## src/rtl/alu_ctrl_pkg.sv

```systemverilog
// Shared ALU control opcodes and execute-stage FSM encoding.
// The upstream ALU control decoder imports the same constants.
package alu_ctrl_pkg;

   localparam logic [3:0] ALU_AND = 4'b0000;
   localparam logic [3:0] ALU_OR  = 4'b0001;
   localparam logic [3:0] ALU_ADD = 4'b0010;
   localparam logic [3:0] ALU_MUL = 4'b0011;
   localparam logic [3:0] ALU_SUB = 4'b0110;
   localparam logic [3:0] ALU_SLT = 4'b0111;
   localparam logic [3:0] ALU_XOR = 4'b1001;

   typedef enum logic [1:0] {
      ST_IDLE = 2'd0,
      ST_MUL  = 2'd1,
      ST_DONE = 2'd2
   } alu_state_e;

endpackage

```

## src/rtl/alu_exec_unit_if.sv

```systemverilog
// Operation-in / result-out handshake bundle between producer, execute unit and consumer.
interface alu_exec_unit_if #(
   parameter int DATA_W = 32
);
   logic              in_valid_i;
   logic              in_ready_o;
   logic [3:0]        ALU_Ctrl_i;
   logic [DATA_W-1:0] src1_i;
   logic [DATA_W-1:0] src2_i;
   logic              out_valid_o;
   logic              out_ready_i;
   logic [DATA_W-1:0] result_o;
   logic              zero_o;
   logic              illegal_o;

   modport slave (
      input  in_valid_i, ALU_Ctrl_i, src1_i, src2_i, out_ready_i,
      output in_ready_o, out_valid_o, result_o, zero_o, illegal_o
   );

   modport master (
      output in_valid_i, ALU_Ctrl_i, src1_i, src2_i, out_ready_i,
      input  in_ready_o, out_valid_o, result_o, zero_o, illegal_o
   );
endinterface

```

## src/rtl/alu_mul_iter.sv

```systemverilog
// Iterative shift-add multiplier, low DATA_W bits; always runs exactly DATA_W steps.
// prod_o is the accumulator value being written this cycle, valid when done_o is high.
module alu_mul_iter #(
   parameter int DATA_W = 32
) (
   input  logic              clk_i,
   input  logic              rst_i,
   input  logic              start_i,
   input  logic [DATA_W-1:0] a_i,
   input  logic [DATA_W-1:0] b_i,
   output logic              done_o,
   output logic [DATA_W-1:0] prod_o
);
   localparam int CNT_W = $clog2(DATA_W + 1);

   logic [DATA_W-1:0] acc_q, acc_d;
   logic [DATA_W-1:0] mcand_q, mcand_d;
   logic [DATA_W-1:0] mplier_q, mplier_d;
   logic [CNT_W-1:0]  cnt_q, cnt_d;

   always_comb begin
      acc_d    = acc_q;
      mcand_d  = mcand_q;
      mplier_d = mplier_q;
      cnt_d    = cnt_q;
      if (start_i) begin
         acc_d    = '0;
         mcand_d  = a_i;
         mplier_d = b_i;
         cnt_d    = CNT_W'(DATA_W);
      end else if (cnt_q != '0) begin
         acc_d    = mplier_q[0] ? (acc_q + mcand_q) : acc_q;
         mcand_d  = mcand_q << 1;
         mplier_d = mplier_q >> 1;
         cnt_d    = cnt_q - CNT_W'(1);
      end
   end

   always_ff @(posedge clk_i or negedge rst_i) begin
      if (!rst_i) begin
         acc_q    <= '0;
         mcand_q  <= '0;
         mplier_q <= '0;
         cnt_q    <= '0;
      end else begin
         acc_q    <= acc_d;
         mcand_q  <= mcand_d;
         mplier_q <= mplier_d;
         cnt_q    <= cnt_d;
      end
   end

   assign done_o = (cnt_q == CNT_W'(1));
   assign prod_o = acc_d;

endmodule

```

## src/rtl/alu_exec_unit.sv

```systemverilog
// Execute stage: single-cycle logic/arith ops, iterative MUL, registered result over valid/ready.
//   state   | meaning
//   IDLE    | ready for a new operation
//   MUL     | shift-add multiply in progress, producer stalled
//   DONE    | result presented, held until consumer takes it
module alu_exec_unit
   import alu_ctrl_pkg::*;
#(
   parameter int DATA_W = 32
) (
   input  logic            clk_i,
   input  logic            rst_i,
   alu_exec_unit_if.slave  bus
);
   alu_state_e        state_q, state_d;
   logic [DATA_W-1:0] result_q, result_d;
   logic              zero_q, zero_d;
   logic              illegal_q, illegal_d;

   logic [DATA_W-1:0] op_res;
   logic              op_illegal;
   logic              mul_start;
   logic              mul_done;
   logic [DATA_W-1:0] mul_prod;

   alu_mul_iter #(.DATA_W(DATA_W)) u_mul (
      .clk_i   (clk_i),
      .rst_i   (rst_i),
      .start_i (mul_start),
      .a_i     (bus.src1_i),
      .b_i     (bus.src2_i),
      .done_o  (mul_done),
      .prod_o  (mul_prod)
   );

   always_comb begin
      op_res     = '0;
      op_illegal = 1'b0;
      case (bus.ALU_Ctrl_i)
         ALU_AND: op_res = bus.src1_i & bus.src2_i;
         ALU_OR:  op_res = bus.src1_i | bus.src2_i;
         ALU_ADD: op_res = bus.src1_i + bus.src2_i;
         ALU_SUB: op_res = bus.src1_i - bus.src2_i;
         ALU_XOR: op_res = bus.src1_i ^ bus.src2_i;
         ALU_SLT: op_res = ($signed(bus.src1_i) < $signed(bus.src2_i)) ?
                           {{(DATA_W-1){1'b0}}, 1'b1} : '0;
         ALU_MUL: op_res = '0;
         default: op_illegal = 1'b1;
      endcase
   end

   always_comb begin
      state_d   = state_q;
      result_d  = result_q;
      zero_d    = zero_q;
      illegal_d = illegal_q;
      mul_start = 1'b0;
      case (state_q)
         ST_IDLE: begin
            if (bus.in_valid_i) begin
               if (bus.ALU_Ctrl_i == ALU_MUL) begin
                  mul_start = 1'b1;
                  state_d   = ST_MUL;
               end else begin
                  result_d  = op_res;
                  zero_d    = (op_res == '0);
                  illegal_d = op_illegal;
                  state_d   = ST_DONE;
               end
            end
         end
         ST_MUL: begin
            if (mul_done) begin
               result_d  = mul_prod;
               zero_d    = (mul_prod == '0);
               illegal_d = 1'b0;
               state_d   = ST_DONE;
            end
         end
         ST_DONE: begin
            if (bus.out_ready_i) state_d = ST_IDLE;
         end
         default: state_d = ST_IDLE;
      endcase
   end

   always_ff @(posedge clk_i or negedge rst_i) begin
      if (!rst_i) begin
         state_q   <= ST_IDLE;
         result_q  <= '0;
         zero_q    <= 1'b0;
         illegal_q <= 1'b0;
      end else begin
         state_q   <= state_d;
         result_q  <= result_d;
         zero_q    <= zero_d;
         illegal_q <= illegal_d;
      end
   end

   assign bus.in_ready_o  = (state_q == ST_IDLE);
   assign bus.out_valid_o = (state_q == ST_DONE);
   assign bus.result_o    = result_q;
   assign bus.zero_o      = zero_q;
   assign bus.illegal_o   = illegal_q;

endmodule
```

## src/flat_wrapper.sv

```systemverilog
// flat-port wrapper written by rule: the top's interface ports become plain ports
module alu_exec_unit_flat import alu_ctrl_pkg::*;
#(
   parameter int DATA_W = 32
)
  (clk_i, rst_i, bus_in_valid_i, bus_ALU_Ctrl_i, bus_src1_i, bus_src2_i, bus_out_ready_i, bus_in_ready_o, bus_out_valid_o, bus_result_o, bus_zero_o, bus_illegal_o);
  alu_exec_unit_if #(.DATA_W(DATA_W)) bus_i ();
  input  logic clk_i;
  input  logic rst_i;
  input wire logic [$bits(bus_i.in_valid_i)-1:0] bus_in_valid_i;
  input wire logic [$bits(bus_i.ALU_Ctrl_i)-1:0] bus_ALU_Ctrl_i;
  input wire logic [$bits(bus_i.src1_i)-1:0] bus_src1_i;
  input wire logic [$bits(bus_i.src2_i)-1:0] bus_src2_i;
  input wire logic [$bits(bus_i.out_ready_i)-1:0] bus_out_ready_i;
  output wire logic [$bits(bus_i.in_ready_o)-1:0] bus_in_ready_o;
  output wire logic [$bits(bus_i.out_valid_o)-1:0] bus_out_valid_o;
  output wire logic [$bits(bus_i.result_o)-1:0] bus_result_o;
  output wire logic [$bits(bus_i.zero_o)-1:0] bus_zero_o;
  output wire logic [$bits(bus_i.illegal_o)-1:0] bus_illegal_o;
  assign bus_i.in_valid_i = bus_in_valid_i;
  assign bus_i.ALU_Ctrl_i = bus_ALU_Ctrl_i;
  assign bus_i.src1_i = bus_src1_i;
  assign bus_i.src2_i = bus_src2_i;
  assign bus_i.out_ready_i = bus_out_ready_i;
  assign bus_in_ready_o = bus_i.in_ready_o;
  assign bus_out_valid_o = bus_i.out_valid_o;
  assign bus_result_o = bus_i.result_o;
  assign bus_zero_o = bus_i.zero_o;
  assign bus_illegal_o = bus_i.illegal_o;
  alu_exec_unit #(.DATA_W(DATA_W)) u_core (.clk_i(clk_i), .rst_i(rst_i), .bus(bus_i));
endmodule
```

## config.mk

```make
export PLATFORM = sky130hd
export DESIGN_NAME = alu_exec_unit_flat
export DESIGN_NICKNAME = d
export VERILOG_FILES = /design/src/rtl/alu_ctrl_pkg.sv /design/src/rtl/alu_exec_unit_if.sv /design/src/rtl/alu_mul_iter.sv /design/src/rtl/alu_exec_unit.sv /design/src/flat_wrapper.sv
export SDC_FILE = /design/constraint.sdc
export NUM_CORES = 1
export LEC_CHECK = 0
export CAP_MARGIN = 15
export CORE_MARGIN = 2
export CORE_UTILIZATION = 57
export DETAILED_ROUTE_END_ITERATION = 10
export GPL_ROUTABILITY_DRIVEN = 1
export GPL_TIMING_DRIVEN = 0
export MAX_ROUTING_LAYER = met4
export PLACE_DENSITY = 0.81
export SLEW_MARGIN = 15
export SYNTH_ARGS = -nofsm -noshare
export SYNTH_HDL_FRONTEND = slang
export SYNTH_SLANG_ARGS = --single-unit
```

## constraint.sdc

```tcl
create_clock -name clk_i -period 4.8 [get_ports clk_i]
set_input_delay 0.48 -clock clk_i [delete_from_list [all_inputs] [get_ports clk_i]]
set_output_delay 0.48 -clock clk_i [all_outputs]
set_load 0.005 [all_outputs]
```

==> results of run 1 <==
-- cell type report --
cell class	count	area [sq um]
Multi-Input combinational cell	1332	9030
Clock inverter	14	128
Clock buffer	18	439
Inverter	119	447
Timing Repair Buffer	109	1110
Tap cell	313	392
Fill cell	1926	7400
Sequential cell	138	3450
Buffer	94	382
-- logic make-up after synthesis --
kind of cell / Yosys count / share of synthesized area (%)
AO/OA/AOI/OAI: 562 / 27.6
AND/OR/NAND/NOR: 515 / 18.3
buffers and inverters: 213 / 6.23
adder cells (fa/ha/maj): 144 / 13.7
flip-flops: 138 / 26.0
multiplexers: 79 / 5.97
XOR/XNOR: 32 / 2.11
-- through the flow --
stage | utilization [%] | total power, mW | instances | hold slack, ps
floorplan | - | 3.74 | 1683 | 184
global placement | 64.7 | 4.68 | 2103 | 499
detailed placement | 64.9 | 4.78 | 2104 | 441
CTS | 67.4 | 6.12 | 2137 | 506
global route | 67.5 | 6.55 | 2137 | 520
finish | 67.5 | 6.22 | 2137 | 508
-- power by group through the flow --
| stage | clock network [mW] | logic [mW] | registers, mW |
|---|---|---|---|
| after CTS | 1.32 | 2.94 | 1.86 |
| after detailed placement | 0 | 2.90 | 1.88 |
| after global placement | 0 | 2.82 | 1.86 |
| final | 1.32 | 3.01 | 1.89 |
| after floorplan | 0 | 1.98 | 1.76 |
| after global routing | 1.37 | 3.28 | 1.90 |
-- synth_stat cells, drive strengths merged, types with 4 or more instances --
library cell    n  area share [%]
nand2         221             6.2
o21ai         164             6.2
ha            141              13
dfrtp         138              26
a21oi         132             5.1
inv           116             3.3
nor2           89             2.5
mux2i          77             5.8
clkbuf         71             2.0
nand3          33             1.2
nor3           33             1.2
o31ai          32             1.9
a22oi          25             1.4
a31oi          24             1.1
buf            23            0.86
o211ai         23             1.3
a21o           21             1.2
xnor2          21             1.4
nor4           20            0.94
a211oi         18             1.0
nor2b          17            0.80
nand2b         16            0.75
nand4          16            0.75
o21bai         16            0.90
o21a           13            0.73
and3           12            0.57
and2           11            0.52
or3            11            0.52
xor2           11            0.73
o221ai         10            0.71
a221oi          9            0.73
nor4b           8            0.53
nand3b          7            0.40
nor3b           7            0.40
a2111oi         6            0.63
a21boi          6            0.34
a221o           6            0.45
o22ai           6            0.28
a41oi           5            0.39
o2111ai         5            0.33
o31a            5            0.33
a222oi          4            0.30
a311oi          4            0.26
o211a           4            0.30
or2             4            0.19
-- flip-flops by register name (all words and copies together) (netlist names) --
signal and count:
u_core.bus.illegal_o 1, u_core.bus.result_o 32, u_core.bus.zero_o 1, u_core.state_q 2, u_core.u_mul.acc_q 32, u_core.u_mul.cnt_q 6
u_core.u_mul.mcand_q 32, u_core.u_mul.mplier_q 32
-- worst reg2reg max path, delay by kind of cell (launching register included) --
family	cells	cell delay [ps]
flip-flops	1	420
AO/OA/AOI/OAI	7	1850
AND/OR/NAND/NOR	4	1010
XOR/XNOR	1	190
adder cells (fa/ha/maj)	2	690
-- cells in the final DEF, fill, tap and decap left out, types with 8 or more instances in the layout --
cell and count:
xor2_1 11, a31oi_1 24, ha_1 141, o21ai_0 159
buf_2 13, nor2b_1 17, dfrtp_1 138, clkbuf_1 70
nand3_1 33, nor3_1 33, nand4_1 16, or3_1 11
a21o_1 21, o21bai_1 16, inv_1 115, xnor2_1 21
nand2b_1 16, o211ai_1 23, clkbuf_16 17, a221oi_1 8
nor2_1 89, mux2i_1 77, o221ai_1 9, a211oi_1 18
nand2_1 221, o21a_1 13, clkdlybuf4s50_1 106, a22oi_1 25
a21oi_1 130, o31ai_1 28, nor4_1 20, and2_1 11
and3_1 12
-- path summary, 6_finish.rpt --
kind / slack, ps / to / start / cells after the start
worst min-delay path: 510 / u_core.bus.result_o[7]$_DFFE_PN0P_ / u_core.bus.result_o[7]$_DFFE_PN0P_ / 2
min in group asynchronous: 560 / u_core.u_mul.mplier_q[10]$_DFFE_PN0P_ / rst_i / 2
worst min register to register: 510 / u_core.bus.result_o[7]$_DFFE_PN0P_ / u_core.bus.result_o[7]$_DFFE_PN0P_ / 2
worst max-delay path: 100 / u_core.bus.zero_o$_DFFE_PN0P_ / bus_src1_i[9] / 16
max in group asynchronous: 3430 / u_core.bus.result_o[24]$_DFFE_PN0P_ / rst_i / 3
worst max register to register: 580 / u_core.bus.zero_o$_DFFE_PN0P_ / u_core.u_mul.mcand_q[0]$_DFFE_PN0P_ / 14
-- layer usage --
metal  GRT usage [%]  routed length (um)  up-vias
met3            6.70                5090      141
met4            17.2                2120        0
met5               -                   0        -
met1            56.6               20800     6882
met2            65.7               22500      861
li1                -                   -     6376
-- timing repair --
item / CTS / global route
gates resized for setup: 0 / 8
hold buffers: 1 / 0
hold endpoints to repair: 34 / 0
endpoints found under the setup margin: 0 / 25
==> key figures, run 1 <==
Power and ir drop
  • Leak pwr: 7.21 nW
  • Pwr Density: 404 mW/mm^2
  • Combinational share of power: 48.4%
  • Worst vdd ir: 0.235 mV
  • Net Sw Power: 2.78 mW
  • Sequential share of power: 30.3%
  • Net Sw Frac: 44.7%
  • P_int: 3.44 mW
  • Clock power share: 21.3%

Critical path
  • Worst Path Required: 5170 ps
  • Worst Setup End Kind: register
  • Critical path's largest stage delay: 680 ps
  • Crit path DAT: 5060 ps
  • Slowest cell on the critical path: o31ai_1
  • Delay-heaviest family, CP: compound AO/OA/AOI/OAI gates
  • Startpoint types: input pin
  • Setup CP Type: in2reg
  • Critical Path, Cell by Cell: clkdlybuf4s50_1 -> inv_1 -> ha_1 -> buf_2 -> inv_1 -> a21oi_1 -> o31ai_1 -> o31ai_1 -> o2111ai_2 -> a311oi_1 -> mux2i_1 -> a2111oi_0 -> nand4_1 -> nor3_1 -> nand4_1 -> a21oi_1
  • Worst Path Max Fanout: 10
  • Worst Path Buf+Inv: 4

Route
  • Via/cell ratio: 6.67
  • Routed length per instance: 23.7 um
  • Drt pass-1 iters: 6
  • Wirelength, routed: 50,500 um
  • First DRT Iteration DRCs: 1,749
  • Routed vias: 14,260
  • Detail Route Antenna Nets: 0
  • DRC errors left: 0

Floorplanning
  • Die H: 157 um
  • # IOs: 108
  • Starting Density: 58.3%
  • Site Rows: 55
  • Die width: 157 um
  • Core Area: 0.0228 sq mm
  • Die area: 0.0245 sq mm

Placement
  • Setup WS pre-CTS: -280 ps
  • Input/output buffers: 107
  • Post-DP Area: 0.0148 sq mm
  • DP Wirelength: 39,000 um
  • RePlAce Congestion: 1.03

Clocking
  • Root buffer cell: clkbuf_16
  • Post-CTS Setup Bufs: 0
  • H-Tree Depth: 4
  • Num CTS Buffers: 17
  • Clock slew at reported path FFs: 80 ps
  • CTS tree: yes
  • Clock Sinks: 138
  • CTS max path bufs: 2
  • Later-pin clock latency in the skew report: 440 ps

Flow run
  • Max Cap Violations: 0

Yosys
  • EDFF count, synth: 0
  • Post-synth cell types: 82
  • Net count after synthesis: 1,899
  • Ys flop type: dfrtp_1
  • Syn Area/Cell: 7.89 sq um
  • Post-synthesis sequential area ratio: 26.0%
  • Synth warn: 0
  • Cell count after synthesis: 1,683
  • Netlist Area Pre-Place: 0.0133 sq mm
  • Async SR Flop Fraction: 100%
  • #FFs+latches synth: 138

STA
  • Final setup viols: 0
  • Final Hold Fails: 0
  • Worst slew margin: 21.3%
  • Fmax: 213 MHz
  • Skew final: 17.7 ps
  • Setup ws final: 103 ps
  • Fin crit period: 4700 ps
  • Max-slew violation count: 0
  • Worst Max-Slew Pin Slew: 1180 ps
  • Setup TNS: 0 ps
  • Fin crit share: 97.9%
  • RSZ-0062 raised after global routing: yes

Final layout
  • Ant diodes: 0
  • Layout cell share with drive strength beyond 1: 4.44%
  • Cell area after layout: 0.0154 sq mm
  • Synth-to-layout area growth: 15.8%
  • NumNets Final: 2,027

Global routing
  • Vias in the first global route: 13,462
  • Global-route usage over all layers: 42.7%
  • GR Overflow Total: 0
  • Initial antenna violation count: 0
  • Largest net degree at the start of global routing: 86
  • First-pass GRT wire length: 77,400 um

Worst hold path
  • Min-delay worst type: reg2reg

Run status
  • Status: finished, final reports clean
Power figures use the tool's default switching activity.
==> run 2: changes to the inputs <==
- CORE_MARGIN: 2 -> 10
==> key figures, run 2 (synthesis results as in run 1) <==
Final layout
  • Commonest non-fill, non-tap cell in the layout: nand2_1
  • Synth-to-layout area growth: 16.4%
  • Layout cell share with drive strength beyond 1: 4.50%
  • NumNets Final: 2,027
  • Fillcell total: 1,945
  • Register area: 0.00345 sq mm
  • Most frequent cells in the layout: nand2_1 (221), o21ai_0 (159), ha_1 (141), dfrtp_1 (138), a21oi_1 (130)
  • Multi-input gate area: 0.00904 sq mm

Global routing
  • First-pass GRT wire length: 78,200 um
  • Vias in the first global route: 13,540
  • Initial antenna violation count: 0
  • Largest net degree at the start of global routing: 105
  • GR Overflow Total: 0
  • Global-route usage over all layers: 33.8%

Critical path
  • Worst r2r dst: u_core.bus.zero_o$_DFFE_PN0P_
  • Worst R2R Setup Slack: 350 ps
  • RR Startpoint: u_core.u_mul.mcand_q[0]$_DFFE_PN0P_
  • Setup CP Type: in2reg
  • Startpoint types: input pin
  • Worst Path Max Fanout: 10
  • Worst Setup End Kind: register
  • Crit path from: bus_src1_i[14]
  • Worst reg2reg path depth: 14
  • Worst Path Required: 5160 ps
  • Crit path DAT: 4990 ps

Floorplanning
  • Site Rows: 55
  • Die H: 173 um
  • Die area: 0.0298 sq mm
  • Starting Density: 58.3%
  • Die width: 173 um
  • Core Area: 0.0228 sq mm
  • # IOs: 108

STA
  • Skew final: 17.0 ps
  • Setup TNS: 0 ps
  • Fmax: 216 MHz
  • Final hold slack: 507 ps
  • Setup ws final: 169 ps
  • Fin crit period: 4630 ps
  • Max-slew violation count: 0
  • Final setup viols: 0
  • Final Hold Fails: 0
  • Fin crit share: 96.5%
  • Worst slew margin: 16.6%
  • Worst Max-Slew Pin Slew: 1250 ps

Clocking
  • CTS max path bufs: 2
  • CTS tree: yes
  • Clock slew at reported path FFs: 80 ps
  • Post-CTS Setup Bufs: 0
  • Root buffer cell: clkbuf_16
  • Later-pin clock latency in the skew report: 430 ps
  • Num CTS Buffers: 17
  • H-Tree Depth: 4
  • Clock Sinks: 138

Power and ir drop
  • Worst vdd ir: 0.217 mV
  • Leak pwr: 7.24 nW
  • Pwr Total: 6.37 mW
  • Pwr Density: 412 mW/mm^2

Route
  • Via/cell ratio: 6.58
  • First DRT Iteration DRCs: 1,660
  • Wirelength, routed: 51,200 um
  • Routed vias: 14,064
  • DRC errors left: 0
  • Routed length per instance: 23.9 um
  • Drt pass-1 iters: 7
  • Detail Route Antenna Nets: 0

Placement
  • Setup WS pre-CTS: -295 ps
  • DP Wirelength: 39,800 um
  • RePlAce Congestion: 1.01
  • Input/output buffers: 107

Worst hold path
  • Min-delay worst type: in2async

Run status
  • Status: finished, final reports clean

Flow run
  • Max Cap Violations: 0
## run 2: per-layer routing
layer	GRT usage, %	vias up	part of all wire (%)
met5	-	-	0
met4	14.2	0	4.3
met3	5.34	142	9.1
met2	51.9	803	45
met1	43.4	6752	42
li1	-	6367	-
## run 2: cell type report
cell class / instances / area share [%]
diodes: 1 / 0.0162
plain buffers: 94 / 2.47
clock buffers: 18 / 2.78
clock inverters: 13 / 1.24
inverters: 119 / 2.89
multi-input cells: 1332 / 58.5
flip-flops and latches: 138 / 22.3
well taps: 313 / 2.53
repair buffers: 109 / 7.21
## run 2: worst max-delay path by stage
stage	end	slack (ps)	depth (start not counted)
finish	u_core.bus.zero_o$_DFFE_PN0P_	170	16
global route	u_core.bus.zero_o$_DFFE_PN0P_	-20	16
CTS	u_core.bus.zero_o$_DFFE_PN0P_	70	16
detailed placement	u_core.bus.zero_o$_DFFE_PN0P_	-300	16
global placement	u_core.u_mul.acc_q[26]$_DFF_PN0_	-2210	1
floorplan	u_core.bus.zero_o$_DFFE_PN0P_	1500	14
## run 2: per-stage QoR
stage | area (sq um) | std cells | util, %
2_1_floorplan | 13300 | 1683 | -
3_3_place_gp | 14700 | 2103 | 64.7
3_5_place_dp | 14800 | 2104 | 64.9
4_1_cts | 15400 | 2136 | 67.6
5_1_grt | 15500 | 2136 | 67.8
6_report | 15500 | 2137 | 67.8
## run 2: critical path, cell delays in order
cell             delay, ps
clkdlybuf4s50_1        670
inv_1                   80
ha_1                   300
buf_2                  230
inv_1                  160
a21oi_1                300
nand2_1                150
nor4b_1                800
nor2_1                 150
nand2_1                140
a31o_2                 160
a31oi_1                120
mux2i_1                160
a221oi_1               670
nand4_1                240
a21oi_1                180
## run 2: where the power goes
| part | total, mW | switching, mW | internal [mW] |
|---|---|---|---|
| combinational | 3.02 | 1.83 | 1.19 |
| sequential | 1.89 | 0.339 | 1.55 |
| clock | 1.46 | 0.584 | 0.875 |
## run 2: what timing repair did
item / CTS / global route
gates resized for setup: 0 / 11
hold endpoints to repair: 34 / 0
hold buffers: 1 / 0
endpoints found under the setup margin: 0 / 27
